<file path="src/rtl/chip_serial_responder.sv">
// Chip end of the FPGA serial link: receives a config word, settles, runs one ADC conversion, returns the result MSB first.
// Word latch to adc_start is (settle_cfg+1)*SETTLE_UNIT+1 cycles; the result waits in WAIT_RDY until spi_fpga_wait is seen.
module chip_serial_responder #(
  parameter int WORD_WIDTH   = 18,
  parameter int ADDR_WIDTH   = 8,
  parameter int BIT_SETTLE   = 4,
  parameter int ROTAT_LOCA   = 17,
  parameter int ADC_INT_LOCA = 16,
  parameter int ADC_BITS     = 18,
  parameter int SETTLE_UNIT  = 16,
  parameter int ADC_TIMEOUT  = 1024,
  parameter int GAP_CYCLES   = 4
) (
  input  logic                  clk_ext,
  input  logic                  rstb_ext,
  input  logic                  spi_so2chip_flag,
  input  logic                  dout_2_chip,
  input  logic                  spi_fpga_wait,
  input  logic                  cont_mode,
  input  logic                  adc_done,
  input  logic [ADC_BITS-1:0]   adc_data,
  output logic                  spi_si4chip_ena,
  output logic                  din_4_chip,
  output logic                  adc_start,
  output logic [ADDR_WIDTH-1:0] pixel_addr,
  output logic [BIT_SETTLE-1:0] settle_cfg,
  output logic [BIT_SETTLE-1:0] aux_cfg,
  output logic                  rotate,
  output logic                  adc_int,
  output logic                  cfg_valid,
  output logic                  adc_timeout_err
);

  localparam int SETTLE_MAX = (2 ** BIT_SETTLE) * SETTLE_UNIT;
  localparam int CNT_MAX0   = (SETTLE_MAX > ADC_TIMEOUT) ? SETTLE_MAX : ADC_TIMEOUT;
  localparam int CNT_MAX1   = (CNT_MAX0 > ADC_BITS) ? CNT_MAX0 : ADC_BITS;
  localparam int CNT_MAX    = (CNT_MAX1 > GAP_CYCLES) ? CNT_MAX1 : GAP_CYCLES;
  localparam int CNT_W      = $clog2(CNT_MAX + 1);

  typedef enum logic [2:0] {
    S_IDLE,
    S_SETTLE,
    S_CONV,
    S_WAIT_ADC,
    S_WAIT_RDY,
    S_TX,
    S_GAP
  } state_t;

  state_t                state, state_nxt;
  logic [CNT_W-1:0]      cnt, cnt_nxt;
  logic [CNT_W-1:0]      settle_last;
  logic [WORD_WIDTH-1:0] rx_sr;
  logic                  flag_q;
  logic                  word_latch;
  logic [ADC_BITS-1:0]   tx_sr;
  logic                  cap_result;
  logic                  tx_shift;
  logic                  err_set;

  // The flag's falling edge closes a word; anything shifted in earlier has already fallen off the MSB.
  assign word_latch = flag_q & ~spi_so2chip_flag;

  always_ff @(posedge clk_ext or negedge rstb_ext) begin
    if (!rstb_ext) begin
      rx_sr      <= '0;
      flag_q     <= 1'b0;
      cfg_valid  <= 1'b0;
      pixel_addr <= '0;
      settle_cfg <= '0;
      aux_cfg    <= '0;
      rotate     <= 1'b0;
      adc_int    <= 1'b0;
    end else begin
      flag_q    <= spi_so2chip_flag;
      cfg_valid <= word_latch;
      if (spi_so2chip_flag)
        rx_sr <= {rx_sr[WORD_WIDTH-2:0], dout_2_chip};
      if (word_latch) begin
        pixel_addr <= rx_sr[ADDR_WIDTH-1:0];
        settle_cfg <= rx_sr[ADDR_WIDTH+BIT_SETTLE-1:ADDR_WIDTH];
        aux_cfg    <= rx_sr[ADDR_WIDTH+2*BIT_SETTLE-1:ADDR_WIDTH+BIT_SETTLE];
        rotate     <= rx_sr[ROTAT_LOCA];
        adc_int    <= rx_sr[ADC_INT_LOCA];
      end
    end
  end

  assign settle_last = CNT_W'((32'(settle_cfg) + 32'd1) * SETTLE_UNIT - 1);

  always_comb begin
    state_nxt  = state;
    cnt_nxt    = cnt + 1'b1;
    cap_result = 1'b0;
    tx_shift   = 1'b0;
    err_set    = 1'b0;
    case (state)
      S_IDLE: cnt_nxt = '0;
      S_SETTLE: begin
        if (cnt == settle_last) begin
          state_nxt = S_CONV;
          cnt_nxt   = '0;
        end
      end
      S_CONV: begin
        state_nxt = S_WAIT_ADC;
        cnt_nxt   = '0;
      end
      S_WAIT_ADC: begin
        if (adc_done) begin
          cap_result = 1'b1;
          state_nxt  = S_WAIT_RDY;
          cnt_nxt    = '0;
        end else if (cnt == CNT_W'(ADC_TIMEOUT - 1)) begin
          err_set   = 1'b1;
          state_nxt = S_IDLE;
          cnt_nxt   = '0;
        end
      end
      S_WAIT_RDY: begin
        cnt_nxt = '0;
        if (spi_fpga_wait)
          state_nxt = S_TX;
      end
      S_TX: begin
        tx_shift = 1'b1;
        if (cnt == CNT_W'(ADC_BITS - 1)) begin
          state_nxt = S_GAP;
          cnt_nxt   = '0;
        end
      end
      S_GAP: begin
        if (cnt == CNT_W'(GAP_CYCLES - 1)) begin
          state_nxt = cont_mode ? S_CONV : S_IDLE;
          cnt_nxt   = '0;
        end
      end
      default: begin
        state_nxt = S_IDLE;
        cnt_nxt   = '0;
      end
    endcase
    // A new word overrides whatever the sequencer was doing this cycle.
    if (word_latch) begin
      state_nxt  = S_SETTLE;
      cnt_nxt    = '0;
      cap_result = 1'b0;
      tx_shift   = 1'b0;
      err_set    = 1'b0;
    end
  end

  always_ff @(posedge clk_ext or negedge rstb_ext) begin
    if (!rstb_ext) begin
      state           <= S_IDLE;
      cnt             <= '0;
      tx_sr           <= '0;
      adc_start       <= 1'b0;
      adc_timeout_err <= 1'b0;
    end else begin
      state     <= state_nxt;
      cnt       <= cnt_nxt;
      adc_start <= (state == S_CONV) & ~word_latch;
      if (cap_result)
        tx_sr <= adc_data;
      else if (tx_shift)
        tx_sr <= {tx_sr[ADC_BITS-2:0], 1'b0};
      if (word_latch)
        adc_timeout_err <= 1'b0;
      else if (err_set)
        adc_timeout_err <= 1'b1;
    end
  end

  assign spi_si4chip_ena = (state == S_TX);
  assign din_4_chip      = (state == S_TX) & tx_sr[ADC_BITS-1];

endmodule
</file>
<file path="config.mk">
export PLATFORM = sky130hd
export DESIGN_NAME = chip_serial_responder
export DESIGN_NICKNAME = d
export VERILOG_FILES = /design/src/rtl/chip_serial_responder.sv
export SDC_FILE = /design/constraint.sdc
export NUM_CORES = 1
export LEC_CHECK = 0
export CAP_MARGIN = 10
export CORE_MARGIN = 4
export CORE_UTILIZATION = 25
export DETAILED_ROUTE_END_ITERATION = 8
export SLEW_MARGIN = 20
export SYNTH_ARGS = -nofsm -noshare
export SYNTH_HDL_FRONTEND = slang
export SYNTH_SLANG_ARGS = --single-unit
</file>
<file path="constraint.sdc">
create_clock -name clk_ext -period 5.28 [get_ports clk_ext]
set_input_delay 1.32 -clock clk_ext [delete_from_list [all_inputs] [get_ports clk_ext]]
set_output_delay 1.32 -clock clk_ext [all_outputs]
set_load 0.05 [all_outputs]
</file>
==> PnR_summary.wiki, run 1 <==
{| class="wikitable"
! Metric !! Value
|-
| Run status || complete, no violations
|-
| Worst min-delay path category || flop to flop
|-
| Die width || 126 um
|-
| Critical path launch point type || primary input
|-
| DPL Wire Length || 5030 um
|-
| Cells resized by post-CTS repair || 0
|-
| Count of yosys warnings during synthesis || 0
|-
| Netlist area before placement || 3480 um2
|-
| Vias || 2506
|-
| Final-report hold violation count || 0
|-
| Cell Pwr Density || 532 nW/um2
|-
| Number of buffers added by the clock tree synthesis step || 9
|-
| Min cycle time layout || 3.56 ns
|-
| GRT met2 Usage || 15.5%
|-
| Max frequency || 281 MHz
|-
| Critical Path AT || 3.78 ns
|-
| Routed wire per std cell || 13.3 um
|-
| Top FF cell, synth || sky130_fd_sc_hd__dfrtp_1
|-
| Clock tree from TritonCTS || done
|-
| Filler Cell Count || 1399
|-
| Cell types occupying the most area after synthesis || sky130_fd_sc_hd__dfrtp_1 (52%), sky130_fd_sc_hd__nand2_1 (8.0%), sky130_fd_sc_hd__mux2_2 (5.8%)
|-
| Number of maximum-capacitance constraint violations || 0
|-
| Storage cell area || 1800 um2
|-
| Area share of the leading cell type in the synthesized netlist || 51.7%
|-
| Sort of element at the end of the critical path || flop
|-
| WL final || 7460 um
|-
| Required time reported for the critical path endpoint || 5.50 ns
|-
| Post-route clock skew || 0.00601 ns
|-
| Clk pin slew, worst setup/hold paths || 0.06 ns
|-
| Sequential power share || 37.7%
|-
| Switching Power || 0.848 mW
|-
| Fin crit share || 67.4%
|-
| Tot GR Track Use || 9.91%
|-
| Most common cell in the synthesized netlist || sky130_fd_sc_hd__nand2_1
|-
| Largest net degree at the start of global routing || 73
|-
| Number of enable-type register cells in the synthesized netlist || 0
|-
| Count of routing violations after the opening detailed-route iteration || 98
|-
| Synth top cells by count || sky130_fd_sc_hd__nand2_1 (74), sky130_fd_sc_hd__dfrtp_1 (72), sky130_fd_sc_hd__mux2_2 (18)
|-
| Sequential share of the synthesized area || 51.7%
|-
| Async set-reset flop share out of synthesis || 100%
|-
| FP Rows || 42
|-
| Antenna violations before repair || 0
|-
| Post-CTS Setup Inserts || 0
|-
| Clock buffer depth || 2
|-
| Switching part of the total || 36.1%
|-
| Tightest hold margin || 0.476 ns
|-
| Tightest Pin Transition || 0.935 ns
|-
| Maximum vdd ir drop || 0.315 mV
|-
| Clk_lat worst skew || 0.33 ns
|-
| Area of the die || 15900 um2
|-
| Count of nets after finishing || 407
|-
| Number of setup violations in the final report || 0
|-
| Count of pins on the block boundary || 48
|-
| Setup repair after global routing missed its margin || no
|-
| First-pass GRT wire length || 12800 um
|-
| Seq cells post-synth || 72
|-
| Initial DRT Pass Iterations || 4
|-
| Number of I/O port buffers || 47
|-
| Via count of the first global-routing pass || 2553
|-
| Cts hold-fix bufs || 0
|-
| Initial Utilization || 25.9%
|-
| Share of layout cells above drive strength 1 || 14.6%
|-
| Cell type with the highest aggregate area in the netlist || sky130_fd_sc_hd__dfrtp_1
|-
| Clk sinks || 72
|-
| Number of H-tree levels || 3
|-
| Mean post-synth cell area || 10.3 um2
|-
| Global routing met1 resource utilization || 12.8%
|-
| Vias per std cell || 4.48
|-
| Max transition margin || 37.7%
|-
| Congestion Overflow GR || 0
|-
| Number of nets with antenna violations after routing || 0
|-
| Total negative slack for setup checks || 0 ns
|-
| Number of distinct library cell variants in the gate-level netlist after synthesis || 48
|-
| Ant diodes || 0
|-
| Part of the power in the clock network || 28.5%
|-
| Critical path class || primary input to flop
|-
| Most Used Layer, Global Route || met2
|-
| Area used by multi-input combinational logic || 1530 um2
|-
| Combinational fraction of design power || 33.8%
|-
| Power Internal || 1.50 mW
|-
| Met3 usage || 3.39%
|-
| Crit Path Max Fanout || 23
|-
| Leakage power of the design || 1.93 nW
|-
| Worst slack after detailed placement || 1.34 ns
|-
| Root buffer cell || sky130_fd_sc_hd__clkbuf_16
|-
| Final Worst Setup Slack || 1.72 ns
|-
| Final weighted congestion in routability-driven placement || 0.788
|-
| Final-report max-slew violation count || 0
|-
| Post-route DRC || 0
|-
| Die height || 126 um
|-
| Synth Net Count || 367
|-
| Area of the placeable core || 13500 um2
|-
| Number of standard cells after synthesis || 338
|-
| Layout Area Growth over Synthesis || 26.8%
|}
[cells in the final DEF, fill, tap and decap left out, types with 5 or more instances in the layout]
master	netlist	routed
sky130_fd_sc_hd__clkdlybuf4s50_1	0	46
sky130_fd_sc_hd__nor3_1	5	5
sky130_fd_sc_hd__nor2_1	15	15
sky130_fd_sc_hd__a211oi_2	9	9
sky130_fd_sc_hd__o21ai_0	7	7
sky130_fd_sc_hd__nand2_1	74	74
sky130_fd_sc_hd__xor2_1	6	6
sky130_fd_sc_hd__mux2_2	18	18
sky130_fd_sc_hd__a21oi_1	8	8
sky130_fd_sc_hd__nand3_1	9	9
sky130_fd_sc_hd__inv_1	9	9
sky130_fd_sc_hd__mux2i_1	13	13
sky130_fd_sc_hd__dfrtp_1	72	72
sky130_fd_sc_hd__xnor2_1	10	10
sky130_fd_sc_hd__clkbuf_16	0	9
sky130_fd_sc_hd__o21ai_1	9	9
[power by group through the flow]
stage          logic, mW  registers (mW)  clock network [mW]
5_1_grt            0.870           0.918               0.714
4_1_cts            0.809           0.889               0.689
3_5_place_dp       0.804           0.897                   0
2_1_floorplan      0.463            1.01                   0
3_3_place_gp       0.789           0.890                   0
6_report           0.795           0.886               0.669
[layer usage]
| metal | vias to the layer above | wire [um] |
|---|---|---|
| met1 | 1209 | 3430 |
| met3 | 11 | 315 |
| met4 | 0 | 100 |
| li1 | 1236 | - |
| met5 | - | 0 |
| met2 | 50 | 3610 |
[cells by family (layout without fill, tap and decap cells)]
group | after synthesis | in the layout | synth area share, %
AND/OR/NAND/NOR | 125 | 125 | 15.9
flip-flops | 72 | 72 | 51.7
AO/OA/AOI/OAI | 56 | 56 | 11.7
multiplexers | 32 | 32 | 9.95
buffers and inverters | 31 | 76 | 4.24
XOR/XNOR | 18 | 18 | 4.96
adder cells (fa/ha/maj) | 4 | 4 | 1.44
[final cells by class]
class                      count  share of cell area (%)
sequential                    72                    40.8
clock inverter                 4                    1.73
inverter                      10                   0.850
clock buffer                  12                    5.81
multi-input combinational    235                    34.7
tap                          176                    4.99
timing repair buffer          50                    11.1
[registers in the layout (all words and copies together) (netlist names)]
signal and flops:
adc_int 1, adc_start 1, adc_timeout_err 1, aux_cfg 4, cfg_valid 1, cnt 11
flag_q 1, pixel_addr 8, rotate 1, rx_sr 18, settle_cfg 4, state 3
tx_sr 18
[stage by stage]
stage                     std cells  cell area [um2]  util (%)  power, mW
after global routing            559             4420      32.8       2.50
after detailed placement        543             4080      30.4       1.70
after CTS                       559             4420      32.8       2.39
after global placement          543             4080      30.4       1.68
final                           559             4420      32.8       2.35
after floorplan                 338             3480         -       1.47
[critical path, stage by stage]
cell	delay [ns]
sky130_fd_sc_hd__clkdlybuf4s50_1	0.47
sky130_fd_sc_hd__buf_4	0.26
sky130_fd_sc_hd__nand2b_2	0.48
sky130_fd_sc_hd__inv_2	0.06
sky130_fd_sc_hd__or3_1	0.77
sky130_fd_sc_hd__o22ai_1	0.33
sky130_fd_sc_hd__a21oi_1	0.07
[worst paths after layout]
path                                                 from                   endpoint  slack, ns  cells after the start
worst max-delay path                     spi_so2chip_flag      tx_sr[15]$_DFFE_PN0P_       1.72                      7
worst min-delay path            pixel_addr[2]$_DFFE_PN0P_  pixel_addr[2]$_DFFE_PN0P_       0.48                      2
worst max register to register  settle_cfg[0]$_DFFE_PN0P_           cnt[8]$_DFF_PN0_       2.59                      7
worst min register to register  pixel_addr[2]$_DFFE_PN0P_  pixel_addr[2]$_DFFE_PN0P_       0.48                      2
max in group asynchronous                        rstb_ext       tx_sr[3]$_DFFE_PN0P_       3.56                      1
min in group asynchronous                        rstb_ext  settle_cfg[3]$_DFFE_PN0P_       1.11                      1
No activity file was read; power rests on OpenSTA's default activity.
==> run 2, diff against run 1 <==
==> constraint.sdc (replaced) <==
create_clock -name clk_ext -period 3.28 [get_ports clk_ext]
set_input_delay 0.82 -clock clk_ext [delete_from_list [all_inputs] [get_ports clk_ext]]
set_output_delay 0.82 -clock clk_ext [all_outputs]
set_load 0.05 [all_outputs]
==> run 2 against run 1 <==
Against the previous run:
- flip-flop and latch count is the same
- first-iteration DRC count rose by 28%
- register-to-register slack worse by 1.8 ns
- design area fell by 0.48%
- sequential share of layout area is 0.20 points higher
- via count fell by 1.1%
- die area stayed put
- sequential power increased by 61%
- combinational power is 64% higher
- clock power up 42%
- final cell count is 0.36% higher
- setup slack worse by 1.4 ns
==> PnR_summary.wiki, run 2 (synthesis gave the netlist of run 1 again) <==
{| class="wikitable"
! Metric !! Value
|-
| Die width || 126 um (unchanged)
|-
| Number of setup violations in the final report || 0 (unchanged)
|-
| Layout Area Growth over Synthesis || 26.2%
|-
| Destination of the worst register-to-register timing path || cnt[7]$_DFF_PN0_
|-
| Hold Crit Endpoint || pixel_addr[4]$_DFFE_PN0P_
|-
| Critical Path AT || 2.13 ns (-1.65 ns)
|-
| Critical path launch point type || flop
|-
| Critical path class || flop to output pin
|-
| Hold Path Stages || 2 (unchanged)
|-
| Most frequent cells in the layout || sky130_fd_sc_hd__nand2_1 (74), sky130_fd_sc_hd__dfrtp_1 (72), sky130_fd_sc_hd__clkdlybuf4s50_1 (46), sky130_fd_sc_hd__mux2_2 (18), sky130_fd_sc_hd__nor2_1 (15)
|-
| Clk_lat worst skew || 0.33 ns (about the same)
|-
| Worst stage delay on the critical path || 0.82 ns (+0.05 ns)
|-
| Count of routing violations after the opening detailed-route iteration || 125 (+28%)
|-
| Final-report hold violation count || 0 (unchanged)
|-
| Crit Path Max Fanout || 12 (-48%)
|-
| FP Rows || 42 (unchanged)
|-
| Number of maximum-capacitance constraint violations || 0 (unchanged)
|-
| Max frequency || 338 MHz
|-
| Cts hold-fix bufs || 0 (unchanged)
|-
| Fin crit share || 90.1%
|-
| Area of the die || 15900 um2 (unchanged)
|-
| Count of pins on the block boundary || 48 (unchanged)
|-
| Number of buffers added by the clock tree synthesis step || 9 (unchanged)
|-
| Number of H-tree levels || 3 (unchanged)
|-
| Die height || 126 um (unchanged)
|-
| Ant diodes || 0 (unchanged)
|-
| Hold path startpoint || pixel_addr[4]$_DFFE_PN0P_
|-
| Root buffer cell || sky130_fd_sc_hd__clkbuf_16
|-
| Leakage power of the design || 1.92 nW (-0.37%)
|-
| Sort of element at the end of the critical path || output pin
|-
| Tot GR Track Use || 9.72% (-0.19 points)
|-
| Required time reported for the critical path endpoint || 2.46 ns (-3.04 ns)
|-
| Buffer and inverter count on the worst path || 1 (-2)
|-
| Count of nets after finishing || 410 (+0.74%)
|-
| Routed wire per std cell || 13.3 um (-0.57%)
|-
| Cell-by-cell trace of the critical path || nor2b_1 > and2_1 > clkdlybuf4s50_1
|-
| Initial DRT Pass Iterations || 4 (unchanged)
|-
| Kind of cell with the highest combined delay on the critical path || buffers and inverters
|-
| Worst min-delay path category || flop to flop
|-
| Antenna violations before repair || 0 (unchanged)
|-
| Max transition margin || 36.2% (-1.4 points)
|-
| Min cycle time layout || 2.95 ns
|-
| Area of the placeable core || 13500 um2 (unchanged)
|-
| Run status || complete, no violations
|-
| WL final || 7440 um (-0.21%)
|-
| Maximum vdd ir drop || 0.367 mV (+17%)
|-
| Finished Core Util || 32.7% (-0.16 points)
|-
| Congestion Overflow GR || 0 (unchanged)
|-
| Final-report max-slew violation count || 0 (unchanged)
|-
| Internal reg-to-reg setup slack || 0.76 ns (-1.83 ns)
|-
| Clk pin slew, worst setup/hold paths || 0.05 ns (about the same)
|-
| Post-route DRC || 0 (unchanged)
|-
| Via count of the first global-routing pass || 2638 (+3.3%)
|-
| Register-to-Register Path Depth || 8 (+1)
|-
| Cells resized by post-CTS repair || 0 (unchanged)
|-
| Setup repair after global routing missed its margin || no
|-
| Clock buffer depth || 2 (unchanged)
|-
| Most common library cell in the layout ignoring fill and taps || sky130_fd_sc_hd__nand2_1
|-
| Largest registers ranked by flip-flop count || rx_sr x18, tx_sr x18, cnt x11
|-
| Initial Utilization || 25.9% (unchanged)
|-
| Worst-path cell with the longest stage delay || sky130_fd_sc_hd__clkdlybuf4s50_1
|-
| Clock tree from TritonCTS || done
|-
| Largest net degree at the start of global routing || 73 (unchanged)
|-
| Share of layout cells above drive strength 1 || 14.8% (+0.18 points)
|-
| Final weighted congestion in routability-driven placement || 0.812 (+3.0%)
|-
| Cell Pwr Density || 837 nW/um2 (+57%)
|-
| Vias || 2478 (-1.1%)
|-
| Total negative slack for setup checks || 0 ns (unchanged)
|-
| Post-CTS Setup Inserts || 0 (unchanged)
|-
| First-pass GRT wire length || 12800 um (about the same)
|-
| Post-route clock skew || 0.00539 ns (-0.000627 ns)
|-
| DPL Wire Length || 5080 um (+0.80%)
|-
| Vias per std cell || 4.42 (-1.5%)
|-
| Number of nets with antenna violations after routing || 0 (unchanged)
|-
| Worst reg2reg path startpoint || settle_cfg[0]$_DFFE_PN0P_
|-
| Tightest Pin Transition || 0.956 ns (+0.0215 ns)
|-
| Clk sinks || 72 (unchanged)
|-
| Number of I/O port buffers || 47 (unchanged)
|}
run 2: cell count changes in the layout (fill, tap and decap cells not counted), sizes merged:
cell / delta
bufinv: -1
buf: +3
run 2: area by class of cell:
class	count	area, um2
clock buffers	12	246
clock inverters	3	42.5
fillers	1414	9060
inverters	10	37.5
multi-input cells	235	1530
flip-flops and latches	72	1800
well taps	176	220
repair buffers	53	513
run 2: report_power, final:
part / switching, mW / internal [mW]
Combinational: 0.762 / 0.536
Clock: 0.347 / 0.604
Sequential: 0.240 / 1.19
Total: 1.35 / 2.33
run 2: worst register-to-register path: stages, from the launching register on:
cell	delay, ns
sky130_fd_sc_hd__dfrtp_1	0.46
sky130_fd_sc_hd__ha_1	0.35
sky130_fd_sc_hd__xor2_1	0.15
sky130_fd_sc_hd__or3_1	0.33
sky130_fd_sc_hd__a211oi_2	0.29
sky130_fd_sc_hd__nand3_1	0.14
sky130_fd_sc_hd__o211ai_2	0.31
sky130_fd_sc_hd__buf_4	0.26
sky130_fd_sc_hd__a211oi_2	0.09
run 2: metrics by stage:
step | total power [mW] | hold slack (ns) | area, um2 | setup WS [ns] | instances
3_3_place_gp | 2.71 | 0.460 | 4110 | 0.467 | 546
5_1_grt | 3.93 | 0.499 | 4400 | 0.198 | 561
6_report | 3.68 | 0.476 | 4400 | 0.325 | 561
2_1_floorplan | 2.37 | 0.435 | 3480 | 0.846 | 338
4_1_cts | 3.73 | 0.480 | 4400 | 0.321 | 561
3_5_place_dp | 2.76 | 0.461 | 4110 | 0.400 | 546
run 2: worst max-delay path by stage:
stage               depth (start not counted)               endpoint  slack [ns]                       from
floorplan                                   8       cnt[6]$_DFF_PN0_        0.85  settle_cfg[0]$_DFFE_PN0P_
global placement                            6  tx_sr[15]$_DFFE_PN0P_        0.47           spi_so2chip_flag
detailed placement                          6  tx_sr[15]$_DFFE_PN0P_        0.40           spi_so2chip_flag
CTS                                         3        spi_si4chip_ena        0.32       state[2]$_DFFE_PN0P_
global route                                3        spi_si4chip_ena        0.20       state[2]$_DFFE_PN0P_
finish                                      3        spi_si4chip_ena        0.33       state[1]$_DFFE_PN0P_
run 2: metal layers:
metal | up-vias | routed length (um) | global-route usage [%]
li1 | 1235 | - | -
met1 | 1192 | 3500 | 12.4
met2 | 40 | 3540 | 15.6
met3 | 11 | 293 | 3.13
met4 | 0 | 108 | 3.28
met5 | - | 0 | 0
